[src/rtl/axi4_lite_wr_sequencer_pkg.sv]
// Purpose: shared state encoding and response codes for the AXI4-Lite write sequencer.
// Latency: n/a (types and constants only).
// Backpressure: n/a.
//
// Contents:
//   state_t        - sequencer FSM states (IDLE, REQ, RESP)
//   RESP_*         - AXI write response codes pushed into the B FIFO
//   ERR_COUNT_MAX  - saturation value of the error counter
package axi4_wr_seq_pkg;

  typedef enum logic [1:0] {
    IDLE = 2'd0,
    REQ  = 2'd1,
    RESP = 2'd2
  } state_t;

  localparam logic [1:0] RESP_OKAY   = 2'b00;
  localparam logic [1:0] RESP_SLVERR = 2'b10;
  localparam logic [1:0] RESP_DECERR = 2'b11;

  localparam logic [15:0] ERR_COUNT_MAX = 16'hFFFF;

endpackage

[src/rtl/axi4_lite_wr_sequencer_if.sv]
// Purpose: bundle of FIFO-side, backend-side and status signals of the write sequencer.
// Latency: n/a (wiring only).
// Backpressure: B push waits on b_wr_full; backend write waits on wr_ack.
//
// Signal groups:
//   AW FIFO read side : aw_rd_empty, aw_rd_en, aw_addr
//   W  FIFO read side : w_rd_empty, w_rd_en, w_data, w_strb
//   B  FIFO write side: b_wr_full, b_wr_en, b_resp
//   backend port      : wr_req, wr_addr, wr_data, wr_strb, wr_ack, wr_err
//   status            : busy, err_count
// Modports: master = the sequencer, slave = FIFO bank plus backend.
interface axi4_lite_wr_sequencer_if #(
  parameter int A_W = 32,
  parameter int D_W = 32
);

  logic               aw_rd_empty;
  logic               aw_rd_en;
  logic [A_W-1:0]     aw_addr;

  logic               w_rd_empty;
  logic               w_rd_en;
  logic [D_W-1:0]     w_data;
  logic [D_W/8-1:0]   w_strb;

  logic               b_wr_full;
  logic               b_wr_en;
  logic [1:0]         b_resp;

  logic               wr_req;
  logic [A_W-1:0]     wr_addr;
  logic [D_W-1:0]     wr_data;
  logic [D_W/8-1:0]   wr_strb;
  logic               wr_ack;
  logic               wr_err;

  logic               busy;
  logic [15:0]        err_count;

  modport master (
    input  aw_rd_empty, aw_addr,
    input  w_rd_empty, w_data, w_strb,
    input  b_wr_full,
    input  wr_ack, wr_err,
    output aw_rd_en, w_rd_en,
    output b_wr_en, b_resp,
    output wr_req, wr_addr, wr_data, wr_strb,
    output busy, err_count
  );

  modport slave (
    output aw_rd_empty, aw_addr,
    output w_rd_empty, w_data, w_strb,
    output b_wr_full,
    output wr_ack, wr_err,
    input  aw_rd_en, w_rd_en,
    input  b_wr_en, b_resp,
    input  wr_req, wr_addr, wr_data, wr_strb,
    input  busy, err_count
  );

endinterface

[src/rtl/axi4_lite_wr_sequencer.sv]
// Purpose: pop AW+W as a pair, decode, do one backend write, push the B response.
// Latency: pop in cycle 0, wr_req from cycle 1, B push earliest the cycle after wr_ack.
// Backpressure: pops only when both AW and W are non-empty; holds in RESP while B is full.
//
// Ports:
//   clk    - rising-edge clock
//   reset  - asynchronous, active-high
//   bus    - master modport: FIFO read/write strobes, backend port, busy, err_count
// Parameters: A_W/D_W bus widths, BASE/SIZE decode window, TIMEOUT ack wait limit.
module axi4_lite_wr_sequencer
  import axi4_wr_seq_pkg::*;
#(
  parameter int              A_W     = 32,
  parameter int              D_W     = 32,
  parameter logic [A_W-1:0]  BASE    = '0,
  parameter int unsigned     SIZE    = 4096,
  parameter int unsigned     TIMEOUT = 255
) (
  input  logic                        clk,
  input  logic                        reset,
  axi4_lite_wr_sequencer_if.master    bus
);

  localparam int STRB_W = D_W / 8;

  // Window size widened by one bit so BASE+SIZE never wraps in the compare.
  localparam logic [A_W:0]  SIZE_W   = (A_W+1)'(SIZE);
  // Counter value seen in the last permitted wr_req cycle.
  localparam logic [15:0]   TMO_LAST = 16'(TIMEOUT - 1);

  state_t              state_q,   state_d;
  logic [1:0]          resp_q,    resp_d;
  logic                wr_req_q,  wr_req_d;
  logic [A_W-1:0]      wr_addr_q, wr_addr_d;
  logic [D_W-1:0]      wr_data_q, wr_data_d;
  logic [STRB_W-1:0]   wr_strb_q, wr_strb_d;
  logic [15:0]         tmo_cnt_q, tmo_cnt_d;
  logic [15:0]         err_cnt_q, err_cnt_d;

  logic                pop;
  logic                push;
  logic [A_W-1:0]      offset;
  logic                in_window;

  // FIFO strobes are combinational so a pop/push costs no extra cycle.
  assign pop  = (state_q == IDLE) && !bus.aw_rd_empty && !bus.w_rd_empty;
  assign push = (state_q == RESP) && !bus.b_wr_full;

  // offset < SIZE alone would accept addresses below BASE via wrap-around.
  assign offset    = bus.aw_addr - BASE;
  assign in_window = (bus.aw_addr >= BASE) && ({1'b0, offset} < SIZE_W);

  always_comb begin
    state_d   = state_q;
    resp_d    = resp_q;
    wr_req_d  = wr_req_q;
    wr_addr_d = wr_addr_q;
    wr_data_d = wr_data_q;
    wr_strb_d = wr_strb_q;
    tmo_cnt_d = tmo_cnt_q;
    err_cnt_d = err_cnt_q;

    case (state_q)
      IDLE: begin
        if (pop) begin
          wr_addr_d = offset;
          wr_data_d = bus.w_data;
          wr_strb_d = bus.w_strb;
          tmo_cnt_d = '0;
          if (!in_window) begin
            resp_d  = RESP_DECERR;
            state_d = RESP;
          end else if (bus.w_strb == '0) begin
            // Nothing to write: complete without touching the backend.
            resp_d  = RESP_OKAY;
            state_d = RESP;
          end else begin
            wr_req_d = 1'b1;
            state_d  = REQ;
          end
        end
      end

      REQ: begin
        // An ack in the final timeout cycle still completes normally.
        if (bus.wr_ack) begin
          resp_d   = bus.wr_err ? RESP_SLVERR : RESP_OKAY;
          wr_req_d = 1'b0;
          state_d  = RESP;
        end else if (tmo_cnt_q == TMO_LAST) begin
          resp_d   = RESP_SLVERR;
          wr_req_d = 1'b0;
          state_d  = RESP;
        end else begin
          tmo_cnt_d = tmo_cnt_q + 16'd1;
        end
      end

      RESP: begin
        if (push) begin
          state_d = IDLE;
          if ((resp_q != RESP_OKAY) && (err_cnt_q != ERR_COUNT_MAX)) begin
            err_cnt_d = err_cnt_q + 16'd1;
          end
        end
      end

      default: begin
        state_d  = IDLE;
        wr_req_d = 1'b0;
      end
    endcase
  end

  always_ff @(posedge clk or posedge reset) begin
    if (reset) begin
      state_q   <= IDLE;
      resp_q    <= RESP_OKAY;
      wr_req_q  <= 1'b0;
      wr_addr_q <= '0;
      wr_data_q <= '0;
      wr_strb_q <= '0;
      tmo_cnt_q <= '0;
      err_cnt_q <= '0;
    end else begin
      state_q   <= state_d;
      resp_q    <= resp_d;
      wr_req_q  <= wr_req_d;
      wr_addr_q <= wr_addr_d;
      wr_data_q <= wr_data_d;
      wr_strb_q <= wr_strb_d;
      tmo_cnt_q <= tmo_cnt_d;
      err_cnt_q <= err_cnt_d;
    end
  end

  assign bus.aw_rd_en  = pop;
  assign bus.w_rd_en   = pop;
  assign bus.b_wr_en   = push;
  assign bus.b_resp    = resp_q;
  assign bus.wr_req    = wr_req_q;
  assign bus.wr_addr   = wr_addr_q;
  assign bus.wr_data   = wr_data_q;
  assign bus.wr_strb   = wr_strb_q;
  assign bus.busy      = (state_q != IDLE);
  assign bus.err_count = err_cnt_q;

endmodule
[src/flat_wrapper.sv]
// flat-port wrapper written by rule: the top's interface ports become plain ports
module axi4_lite_wr_sequencer_flat import axi4_wr_seq_pkg::*;
#(
  parameter int              A_W     = 32,
  parameter int              D_W     = 32,
  parameter logic [A_W-1:0]  BASE    = '0,
  parameter int unsigned     SIZE    = 4096,
  parameter int unsigned     TIMEOUT = 255
)
  (clk, reset, bus_aw_rd_empty, bus_aw_addr, bus_w_rd_empty, bus_w_data, bus_w_strb, bus_b_wr_full, bus_wr_ack, bus_wr_err, bus_aw_rd_en, bus_w_rd_en, bus_b_wr_en, bus_b_resp, bus_wr_req, bus_wr_addr, bus_wr_data, bus_wr_strb, bus_busy, bus_err_count);
  axi4_lite_wr_sequencer_if #(.A_W(A_W), .D_W(D_W)) bus_i ();
  input  logic clk;
  input  logic reset;
  input wire logic [$bits(bus_i.aw_rd_empty)-1:0] bus_aw_rd_empty;
  input wire logic [$bits(bus_i.aw_addr)-1:0] bus_aw_addr;
  input wire logic [$bits(bus_i.w_rd_empty)-1:0] bus_w_rd_empty;
  input wire logic [$bits(bus_i.w_data)-1:0] bus_w_data;
  input wire logic [$bits(bus_i.w_strb)-1:0] bus_w_strb;
  input wire logic [$bits(bus_i.b_wr_full)-1:0] bus_b_wr_full;
  input wire logic [$bits(bus_i.wr_ack)-1:0] bus_wr_ack;
  input wire logic [$bits(bus_i.wr_err)-1:0] bus_wr_err;
  output wire logic [$bits(bus_i.aw_rd_en)-1:0] bus_aw_rd_en;
  output wire logic [$bits(bus_i.w_rd_en)-1:0] bus_w_rd_en;
  output wire logic [$bits(bus_i.b_wr_en)-1:0] bus_b_wr_en;
  output wire logic [$bits(bus_i.b_resp)-1:0] bus_b_resp;
  output wire logic [$bits(bus_i.wr_req)-1:0] bus_wr_req;
  output wire logic [$bits(bus_i.wr_addr)-1:0] bus_wr_addr;
  output wire logic [$bits(bus_i.wr_data)-1:0] bus_wr_data;
  output wire logic [$bits(bus_i.wr_strb)-1:0] bus_wr_strb;
  output wire logic [$bits(bus_i.busy)-1:0] bus_busy;
  output wire logic [$bits(bus_i.err_count)-1:0] bus_err_count;
  assign bus_i.aw_rd_empty = bus_aw_rd_empty;
  assign bus_i.aw_addr = bus_aw_addr;
  assign bus_i.w_rd_empty = bus_w_rd_empty;
  assign bus_i.w_data = bus_w_data;
  assign bus_i.w_strb = bus_w_strb;
  assign bus_i.b_wr_full = bus_b_wr_full;
  assign bus_i.wr_ack = bus_wr_ack;
  assign bus_i.wr_err = bus_wr_err;
  assign bus_aw_rd_en = bus_i.aw_rd_en;
  assign bus_w_rd_en = bus_i.w_rd_en;
  assign bus_b_wr_en = bus_i.b_wr_en;
  assign bus_b_resp = bus_i.b_resp;
  assign bus_wr_req = bus_i.wr_req;
  assign bus_wr_addr = bus_i.wr_addr;
  assign bus_wr_data = bus_i.wr_data;
  assign bus_wr_strb = bus_i.wr_strb;
  assign bus_busy = bus_i.busy;
  assign bus_err_count = bus_i.err_count;
  axi4_lite_wr_sequencer #(.A_W(A_W), .D_W(D_W), .BASE(BASE), .SIZE(SIZE), .TIMEOUT(TIMEOUT)) u_core (.clk(clk), .reset(reset), .bus(bus_i));
endmodule
[config.mk]
export PLATFORM = sky130hd
export DESIGN_NAME = axi4_lite_wr_sequencer_flat
export DESIGN_NICKNAME = d
export VERILOG_FILES = /design/src/rtl/axi4_lite_wr_sequencer_pkg.sv /design/src/rtl/axi4_lite_wr_sequencer_if.sv /design/src/rtl/axi4_lite_wr_sequencer.sv /design/src/flat_wrapper.sv
export SDC_FILE = /design/constraint.sdc
export NUM_CORES = 1
export LEC_CHECK = 0
export ABC_AREA = 1
export CAP_MARGIN = 20
export CORE_MARGIN = 2
export CORE_UTILIZATION = 46
export DETAILED_ROUTE_END_ITERATION = 12
export GPL_TIMING_DRIVEN = 0
export HOLD_SLACK_MARGIN = 0.03
export PLACE_DENSITY_LB_ADDON = 0.05
export SLEW_MARGIN = 5
export SYNTH_ARGS = -nofsm -noshare
export SYNTH_HDL_FRONTEND = slang
export SYNTH_SLANG_ARGS = --single-unit
[constraint.sdc]
create_clock -name clk -period 4.48 [get_ports clk]
set_input_delay 0.896 -clock clk [delete_from_list [all_inputs] [get_ports clk]]
set_output_delay 0.896 -clock clk [all_outputs]
set_load 0.02 [all_outputs]
---- Yosys cells after proc, flatten, opt, wreduce, memory -nomap -nowiden ----
Cells that the tools add are included.
word-level totals
  register bits after elaboration ......... 105
  bits of input ports ..................... 75
  output and inout bits ................... 91
operators by class
  mux-type cells .......................... 23
  $add $sub $neg .......................... 2
  reduce and logical (&&, ||, !) cells .... 19
  magnitude comparators ................... 2
  bitwise gates (word level) .............. 1
  equality and inequality tests ........... 12
operators by type and width
  operator                                              count
  2-to-1 mux 16 bit                                     3
  adder 16 x 1 -> 16 bit, second input constant         2
  >= comparator 32 x 1 -> 1 bit, second input constant  1
  < comparator 32 x 13 -> 1 bit, second input constant  1
  one-hot mux 16 bit (2 select lines)                   1
  2-to-1 mux 2 bit                                      11
  == test 16 x 8 -> 1 bit, second input constant        1
  != test 16 bit, second input constant                 1
  != test 2 bit, second input constant                  5
  AND reduction 4 bit                                   2
  one-hot mux 2 bit (3 select lines)                    1
  AND reduction 3 bit                                   2
  nonzero test 2 bit                                    3
  logical AND 1 bit                                     5
  2-to-1 mux 1 bit                                      5
  AND reduction 5 bit                                   1
  logical NOT 4 bit                                     1
  one-hot mux 2 bit (2 select lines)                    1
  logical NOT 1 bit                                     3
  != test 3 x 2 -> 1 bit, second input constant         1
  != test 3 bit, second input constant                  1
  one-hot mux 1 bit (3 select lines)                    1
  == test 2 x 1 -> 1 bit, second input constant         1
  == test 2 bit, second input constant                  1
  other kinds (4)                                       4

---- Logic depth before layout (Yosys ltp) ----
  word-level depth ........................ 5
  mapped depth ............................ 11
  depth with buffers taken out ............ 11

---- Worst setup path before layout ----
OpenSTA, ideal clock, no wires.
  path kind ............................... in2out
  from .................................... in bus_aw_rd_empty
  to ...................................... out bus_w_rd_en
  path slack .............................. 1.763 ns
  cell stages on the path ................. 5
  arrival time ............................ 1.821 ns
  cell sequence ........................... nor2_1 -> nand2_1 -> inv_2 -> clkbuf_1 -> buf_4
on the way
  longest elaborated chain between the ends .. 3
RTL lines
  item                            line                          source
  start: declaration              flat_wrapper.sv:14            input wire logic [$bits(bus_i.aw_rd_empty)-1:0] bus_aw_rd_empty;
  logical NOT 1 bit               axi4_lite_wr_sequencer.sv:46  assign pop = (state_q == IDLE) && !bus.aw_rd_empty && !bus.w_rd_empty;
  logical AND 1 bit (2 in a row)  axi4_lite_wr_sequencer.sv:46
  end: declaration                flat_wrapper.sv:23            output wire logic [$bits(bus_i.w_rd_en)-1:0] bus_w_rd_en;
No other way between the ends.

---- Worst setup path after layout ----
Same ends and word-level chain as after synthesis.

==> metrics.txt <==
CP max FO 11; run status completed; critical path, cell by cell clkdlybuf4s50_1 > nor2_1 > nand2_1 > inv_2 > clkbuf_1 > buf_4 > clkdlybuf4s50_1; xor-xnor portion of the synthesized cell area 0.0284; clk sink count about 110; DRC 0; setup violators final 0; peak supply drop about 440 µV; final core occ 0.673; nets 882; PD cells around 560 nW/µm²; Worst slew margin 0.610; dpl ws between 0.6 and 0.7 ns; reg-to-reg startpoint u_core.tmo_cnt_q[0]; CP arrival ~2.9 ns; reg2reg end u_core.tmo_cnt_q[2]; Hold Crit Class reg -> reg; TritonCTS buffer count 9; core box area roughly 10000 µm²; worst hold path depth 2; final antenna-violating net count 0; GRT Residual Overflow 0; Gate Count Post-Synth around 630; GPL Wtd Cong between 0.9 and 1; simple-gate share of the synthesized area 0.351; final worst path period share 0.849; Clock Latency Late Sink about 0.39 ns; layout cells sized above 1 0.0532; maxcap violations 0; hold buffers post-CTS 0; Post-Syn Nets roughly 710; CP endpoint kind primary output; n_diodes 0; vias in the first global route between 4000 and 5000; Die Y-Extent 107 µm; vias per cell ~5.0; Die X around 110 µm; Clock Skew between 0.01 and 0.015 ns; RSZ-0062 raised after global routing no; multiplexer area fraction after synthesis 0; Mapped Area 4890 µm²; number of gates resized after CTS 0; post-synth top area share 0.537; clock tree buffer depth 2; Std-Cell Rows 37; worst hold start u_core.bus.wr_req; H-tree depth 3; largest net degree at the start of global routing 63; main combinational cell family by area after synthesis simple AND/OR/NAND/NOR gates; I/O Pins between 150 and 200; Placed Area 6750 µm²; commonest non-fill, non-tap cell in the layout nand2_1; first-pass GRT wire length 22000 µm; Clk pin slew, worst setup/hold paths 0.09 ns; upper clock frequency limit roughly 0.26 GHz; Worst EP required about 3.6 ns; post-CTS setup repair buffer count 0; Final Cell Area around 6900 µm²; DR pass1 iterations 4; Routed wire per std cell 14.3 µm; post-synthesis register bit count approximately 110; FF-to-FF setup slack roughly 2.7 ns; worst hold slack around 0.49 ns; Hold EP u_core.bus.wr_req; Least-Margin Pin Slew between 0.5 and 0.6 ns; Post-Syn Area per Cell 7.80 µm²; Routed WL about 13000 µm; DR iter-0 viols between 200 and 250; post-DP HPWL between 10000 and 15000 µm; post-synthesis sequential area ratio 0.537; Lkg Pwr 0.00338 µW; Slew Viols, Final 0; die area 11500 µm²; Ys Warns 0; WS Path Type in -> out; Critical Path Slowest Stage Cell clkdlybuf4s50_1; Final Critical Period between 3 and 4 ns; Area Growth Syn to Fin 42.0%; final hold vios 0; Distinct cells, synth 29; Initial Util 0.474; PortBufs around 170; Worst setup SP type primary input; Compound-Gate Fraction of Synth Area 0.0205; GR Util All Layers 0.246; most frequent cells in the layout nand2_1, clkdlybuf4s50_1, dfrtp_1; setup ws final 0.678 ns; synth top area cells dfrtp_1, nand2_1, nor2_1; Worst Reg-to-Reg Cells 10; most used cell, CP clkdlybuf4s50_1; CTS tree done; Vias between 4000 and 5000; area leader, netlist dfrtp_1; initial antenna violation count 0; clk root buf clkbuf_8; Slowest Stage Delay on Critical Path roughly 0.59 ns; Adder-Cell Fraction of Synth Area 0.00767
==> logic make-up (layout without fill, tap and decap cells) <==
kind of cell / after synthesis / in the layout
adders and majority gates: 3 / 3
buffers and inverters: 63 / 244
xor gates and xnor gates: 15 / 15
AOI/OAI and AO/OA: 20 / 20
and+or+nand+nor: 421 / 421
DFF: 105 / 105
==> metrics by stage <==
stage | cells | total power [µW] | setup TNS (ns)
detailed placement | 929 | 3310 | 0
CTS | 944 | 3930 | 0
finish | 944 | 3900 | 0
floorplan | 627 | 2370 | 0
global placement | 928 | 3260 | -79.08
global route | 944 | 4140 | 0
==> flip-flops by register name (all words and copies together) (netlist names) <==
name	cells
u_core.bus.wr_req	1
u_core.bus.wr_addr	32
u_core.bus.err_count	16
u_core.bus.b_resp	2
u_core.state_q	2
u_core.bus.wr_data	32
u_core.bus.wr_strb	4
u_core.tmo_cnt_q	16
==> final cells by class <==
class | instances | area [µm²]
Tap cell | 136 | 170
Timing Repair Buffer | 166 | 1680
Inverter | 42 | 163
Buffer | 21 | 114
Sequential cell | 105 | 2630
Fill cell | 887 | 3370
Clock buffer | 11 | 151
Multi-Input combinational cell | 459 | 1990
Clock inverter | 4 | 52.6
==> worst max path at each step <==
stage               startpoint                     to  depth (start not counted)
2_1_floorplan            reset   u_core.bus.b_resp[0]                          1
3_3_place_gp             reset  u_core.bus.wr_addr[8]                          2
3_5_place_dp   bus_aw_rd_empty            bus_w_rd_en                          7
4_1_cts        bus_aw_rd_empty            bus_w_rd_en                          7
5_1_grt        bus_aw_rd_empty            bus_w_rd_en                          7
6_report       bus_aw_rd_empty            bus_w_rd_en                          7
==> per-layer routing <==
metal | track usage | share of wire
met5 | 0 | 0
met4 | 0.0872 | 0.019
met3 | 0.0979 | 0.080
met2 | 0.407 | 0.49
met1 | 0.291 | 0.41
==> cells in the mapped netlist, drive strengths merged <==
| cell | n |
|---|---|
| nor3 | 6 |
| and2 | 1 |
| nand3 | 28 |
| nor2b | 1 |
| dfrtp | 105 |
| buf | 15 |
| a21oi | 1 |
| nand4 | 19 |
| or2 | 1 |
| nor2 | 58 |
| o21ai | 19 |
| xnor2 | 6 |
| ha | 3 |
| xor2 | 9 |
| inv | 42 |
| nand3b | 3 |
| nand2 | 304 |
| clkbuf | 6 |
==> critical path: cells and delay by family <==
family / cells / cell delay (ns)
simple gates: 2 / 0.32
buf+inv: 5 / 1.69
==> report_power, final <==
part	switching (µW)	internal [µW]
sequential	218	1270
combinational	968	827
clock	328	287
total	1510	2390
No activity file was read; power rests on OpenSTA's default activity.
